==> src/rtl/leaf_index_arbiter.sv <==
// Leaf-index arbiter: tags two leaf-index streams and serialises them through a FIFO.
// Optional statistics counters are enabled with the LEAF_ARB_STATS_EN macro.
module leaf_index_arbiter #(
    parameter int ADDRESS_WIDTH = 8,
    parameter int QID_WIDTH     = 10,
    parameter int DEPTH         = 8
) (
    input  logic                     clk,
    input  logic                     rst,
    input  logic                     flush,
    input  logic                     receiver_en,
    input  logic [ADDRESS_WIDTH-1:0] leaf_index,
    input  logic                     receiver_two_en,
    input  logic [ADDRESS_WIDTH-1:0] leaf_index_two,
    output logic                     out_valid,
    input  logic                     out_ready,
    output logic [ADDRESS_WIDTH-1:0] out_leaf_index,
    output logic                     out_stream,
    output logic [QID_WIDTH-1:0]     out_qid,
    output logic [$clog2(DEPTH):0]   fill_level,
    output logic                     overflow
`ifdef LEAF_ARB_STATS_EN
    ,
    output logic [15:0]              stat_issued,
    output logic [15:0]              stat_dropped,
    output logic [15:0]              stat_stall
`endif
);

    localparam int PW = $clog2(DEPTH);
    localparam int CW = PW + 1;
    localparam int EW = 1 + QID_WIDTH + ADDRESS_WIDTH;

    logic [EW-1:0]        mem [DEPTH];
    logic [PW-1:0]        rd_ptr;
    logic [PW-1:0]        wr_ptr;
    logic [PW-1:0]        wr_ptr_two;
    logic [QID_WIDTH-1:0] qid_one;
    logic [QID_WIDTH-1:0] qid_two;
    logic [CW-1:0]        free;
    logic                 pop;
    logic                 admit_one;
    logic                 admit_two;
    logic                 drop_one;
    logic                 drop_two;
    logic [EW-1:0]        head;

    assign out_valid = (fill_level != '0);
    assign pop       = out_valid && out_ready;
    assign free      = CW'(DEPTH) - fill_level + CW'(pop);

    // Stream one claims the first free slot; stream two takes what remains.
    always_comb begin
        admit_one = receiver_en && (free != '0);
        admit_two = 1'b0;
        if (receiver_two_en) begin
            if (admit_one) admit_two = (free >= CW'(2));
            else           admit_two = (free != '0);
        end
        drop_one = receiver_en && !admit_one;
        drop_two = receiver_two_en && !admit_two;
    end

    assign wr_ptr_two = wr_ptr + PW'(admit_one);

    always_ff @(posedge clk or posedge rst) begin
        if (rst) begin
            rd_ptr     <= '0;
            wr_ptr     <= '0;
            fill_level <= '0;
            qid_one    <= '0;
            qid_two    <= '0;
            overflow   <= 1'b0;
        end else if (flush) begin
            rd_ptr     <= '0;
            wr_ptr     <= '0;
            fill_level <= '0;
            qid_one    <= '0;
            qid_two    <= '0;
            overflow   <= 1'b0;
        end else begin
            rd_ptr     <= rd_ptr + PW'(pop);
            wr_ptr     <= wr_ptr + PW'(admit_one) + PW'(admit_two);
            fill_level <= fill_level + CW'(admit_one) + CW'(admit_two)
                          - CW'(pop);
            qid_one    <= qid_one + QID_WIDTH'(receiver_en);
            qid_two    <= qid_two + QID_WIDTH'(receiver_two_en);
            if (drop_one || drop_two) overflow <= 1'b1;
        end
    end

    always_ff @(posedge clk) begin
        if (!flush) begin
            if (admit_one) mem[wr_ptr]     <= {1'b0, qid_one, leaf_index};
            if (admit_two) mem[wr_ptr_two] <= {1'b1, qid_two, leaf_index_two};
        end
    end

    assign head = mem[rd_ptr];
    assign {out_stream, out_qid, out_leaf_index} = out_valid ? head : '0;

`ifdef LEAF_ARB_STATS_EN
    function automatic logic [15:0] sat_add(input logic [15:0] a,
                                            input logic [1:0]  b);
        logic [16:0] s;
        s = {1'b0, a} + {15'b0, b};
        return s[16] ? 16'hFFFF : s[15:0];
    endfunction

    always_ff @(posedge clk or posedge rst) begin
        if (rst) begin
            stat_issued  <= '0;
            stat_dropped <= '0;
            stat_stall   <= '0;
        end else if (flush) begin
            stat_issued  <= '0;
            stat_dropped <= '0;
            stat_stall   <= '0;
        end else begin
            stat_issued  <= sat_add(stat_issued, {1'b0, pop});
            stat_dropped <= sat_add(stat_dropped,
                                    {1'b0, drop_one} + {1'b0, drop_two});
            stat_stall   <= sat_add(stat_stall,
                                    {1'b0, out_valid && !out_ready});
        end
    end
`endif

endmodule

==> config.mk <==
export PLATFORM = sky130hd
export DESIGN_NAME = leaf_index_arbiter
export DESIGN_NICKNAME = d
export VERILOG_FILES = /design/src/rtl/leaf_index_arbiter.sv
export SDC_FILE = /design/constraint.sdc
export NUM_CORES = 1
export LEC_CHECK = 0
export BUFFER_PORTS_ARGS = -buffer_cell sky130_fd_sc_hd__buf_2
export CAP_MARGIN = 20
export CELL_PAD_IN_SITES_DETAIL_PLACEMENT = 1
export CELL_PAD_IN_SITES_GLOBAL_PLACEMENT = 2
export CORE_UTILIZATION = 43
export CTS_BUF_LIST = sky130_fd_sc_hd__clkbuf_4 sky130_fd_sc_hd__clkbuf_8
export DETAILED_ROUTE_END_ITERATION = 7
export PLACE_DENSITY_LB_ADDON = 0.1
export SLEW_MARGIN = 5
export SYNTH_ARGS = -nofsm -noshare
export SYNTH_HDL_FRONTEND = slang
export SYNTH_SLANG_ARGS = --single-unit
==> constraint.sdc <==
create_clock -name clk -period 14.7 [get_ports clk]
set_input_delay 2.94 -clock clk [delete_from_list [all_inputs] [get_ports clk]]
set_output_delay 2.94 -clock clk [all_outputs]
set_load 0.01 [all_outputs]
==> run summary <==
Core area - 0.0261 mm²
Power per cell area - 169 mW/mm²
Die height - 166 µm
Area occupied by multi-input gates - 0.00565 mm²
# DRC - 4
Layout Area Growth over Synthesis - 6.29%
CTS resizes - 0
Worst-path clk slew - 100 ps
Simple-gate portion of the synthesized area - 11.2%
Final setup TNS - 0 ps
CTS tree - done
Synth Cell Area - 0.0115 mm²
Starting Density - 44.0%
Peak Freq - 0.152 GHz
Global route overflow - 0
Ys flop type - edfxtp_1
RSZ-0062 raised after global routing - false
Clock sinks - 183
Layout cells sized above 1 - 30.8%
I/O pin total - 47
Routed WL - 36300 µm
Main combinational cell family by area after synthesis - multiplexers
Yosys cell types - 47
H-tree depth - 4
Critical Path Max Stage Delay - 900 ps
Commonest non-fill, non-tap cells in the layout - a31oi_1 (144), edfxtp_1 (144), mux2_2 (142)
Num CTS Buffers - 17
Net Count, Synth - 1037
All-Layer GR Usage - 27.3%
XOR/XNOR Fraction of Synth Area - 2.13%
Post-Place Setup Slack - 7410 ps
Syn avg cell area - 11.5 µm²
DR vias/cell - 6.42
Final min period - 6590 ps
HPWL Detailed - 22700 µm
Chip width - 166 µm
Clock Skew - 18.2 ps
Input/output buffers - 46
Wirelength per Cell - 27.6 µm
Status - complete, but fails checks
Final period util - 44.8%
Ys Warns - 0
Asr flop ratio synth - 16.9%
CP Buf/Inv Count - 2
Post-Synth Adder-Cell Area - 2.29%
Logic pwr share - 49.4%
DRT Pass-1 Iters - 7
Full die area - 0.0274 mm²
Max cap viols - 0
Number of synthesized flops with an enable pin - 144
Worst path slowest cell - nand2b_1
Worst Path Max Fanout - 66
CP Launch Type - primary input
Final setup viols - 0
Reg power frac - 34.2%
Peak VDD IR - 0.000158 V
Post-synthesis instance total - 996
Vias - 8425
Failing checks - DRC
Largest net degree at the start of global routing - 91
Antenna viol nets, final - 0
Setup bufs post-CTS - 0
Worst-skew pair later-pin latency - 460 ps
Share of the yosys chip area belonging to registers - 45.8%
Sw power - 0.00101 W
CTS Buffer Depth - 2
Slew HR - 23.4%
Leakage - 4.22 nW
Vias in the first global route - 8823
CTS root buf - clkbuf_8
# rows - 59
Mux share of post-synthesis cell area - 23.2%
Compound-Gate Fraction of Synth Area - 9.71%
Class of the worst hold path - flop to flop
Worst setup margin - 8110 ps
CP top delay family - simple AND/OR/NAND/NOR gates
CTS Hold Bufs - 0
Switch share - 49.0%
Critical path class - primary input to flop
Crit end category - flop
Storage cell area - 0.00526 mm²
Tightest Pin Transition - 1150 ps
Internal Power - 0.00105 W
Worst path required time - 14780 ps
Gp weighted congestion - 0.819
Clock Power Share - 16.5%
CP arrival - 6680 ps
First-pass GRT wire length - 54500 µm
Fill cell count - 2789
Endpoints failing hold - 0
Initial antenna violation count - 0
Final layout net count - 1005
Slew Limit Fails - 0
Post-synthesis sequential element count - 183
CP cell instances - buf_2, nand2_1, ha_4, nand3_1, and2_1, ha_1, ha_1, nor4b_1, nand2_1, a21oi_2, buf_4, nand2b_1
DRT iter0 DRCs - 861
==> state kept, by name, indices dropped and copies added, names as in the netlist <==
register / flops
qid_two: 10
overflow: 1
wr_ptr: 3
fill_level: 4
qid_one: 10
mem: 152
rd_ptr: 3
==> routing by layer <==
metal  up-vias  GRT usage, %  wire length (µm)
met2       280          43.8             17300
met5         -             0                 0
met1      4395          38.8             16500
met3        36          3.97              1880
li1       3714             -                 -
met4         0          6.45               511
==> layout make-up <==
type / instances / share of cell area (%)
diodes: 1 / 0.0205
clock inverters: 14 / 1.04
repair buffers: 70 / 3.78
multi-input cells: 679 / 46.2
inverters: 13 / 0.399
well taps: 335 / 3.43
flip-flops and latches: 183 / 43.1
clock buffers: 18 / 2.03
==> per-stage QoR <==
stage	total power, W	hold WS (ps)	util (%)	std cells	area [µm²]
after floorplan	0.00143	421	-	996	11500
after global placement	0.00168	428	45.0	1276	11800
after detailed placement	0.00172	440	45.0	1276	11800
after CTS	0.00205	461	46.4	1308	12100
after global routing	0.00216	480	46.7	1312	12200
final	0.00206	458	46.8	1313	12200
==> worst paths after layout <==
check	startpoint	end	cells past startpoint	slack, ps
max	out_ready	mem[0][17]$_DFFE_PP_	12	8110
min	mem[7][18]$_SDFFE_PP1P_	mem[7][18]$_SDFFE_PP1P_	1	460
max reg2reg	fill_level[3]$_DFF_PP0_	mem[0][17]$_DFFE_PP_	15	9010
min reg2reg	mem[7][18]$_SDFFE_PP1P_	mem[7][18]$_SDFFE_PP1P_	1	460
max in group asynchronous	rst	rd_ptr[0]$_DFF_PP0_	3	11830
min in group asynchronous	rst	qid_two[2]$_DFF_PP0_	3	2540
==> power groups by stage <==
stage / Combinational (W) / Sequential, W / Clock (W)
2_1_floorplan: 0.000745 / 0.000682 / 0
3_3_place_gp: 0.000967 / 0.000713 / 0
3_5_place_dp: 0.00100 / 0.000718 / 0
4_1_cts: 0.00100 / 0.000706 / 0.000345
5_1_grt: 0.00109 / 0.000714 / 0.000364
6_report: 0.00102 / 0.000705 / 0.000340
==> Yosys cell counts, types with 2 or more instances <==
master	count	area share (%)
a211oi_2	2	0.22
a21o_1	8	0.52
a21oi_1	7	0.30
a31oi_1	144	7.8
and3_1	5	0.27
and4_1	2	0.15
buf_1	3	0.098
buf_2	37	1.6
buf_4	6	0.39
buf_6	12	1.2
clkbuf_1	63	2.1
dfrtp_1	31	6.7
dfxtp_1	8	1.4
edfxtp_1	144	38
fa_1	2	0.35
ha_1	17	1.9
inv_1	13	0.42
mux2_1	2	0.20
mux2_2	142	14
mux2i_1	19	1.7
mux4_2	38	7.4
nand2_1	81	2.6
nand2b_1	8	0.44
nand3_1	79	3.4
nand4_1	4	0.22
nor2_1	42	1.4
nor2b_1	27	1.5
nor4bb_1	3	0.26
o311ai_0	8	0.61
xnor2_1	9	0.69
xor2_1	14	1.1
==> cell families (layout without fill, tap and decap cells) <==
family / Yosys count / count (layout)
and+or+nand+nor: 261 / 261
muxes: 201 / 201
DFF: 183 / 183
AOI/OAI and AO/OA: 172 / 172
buffers and inverters: 134 / 115
xor gates and xnor gates: 25 / 25
adders and majority gates: 20 / 20
other: 0 / 1
Power figures use the tool's default switching activity.
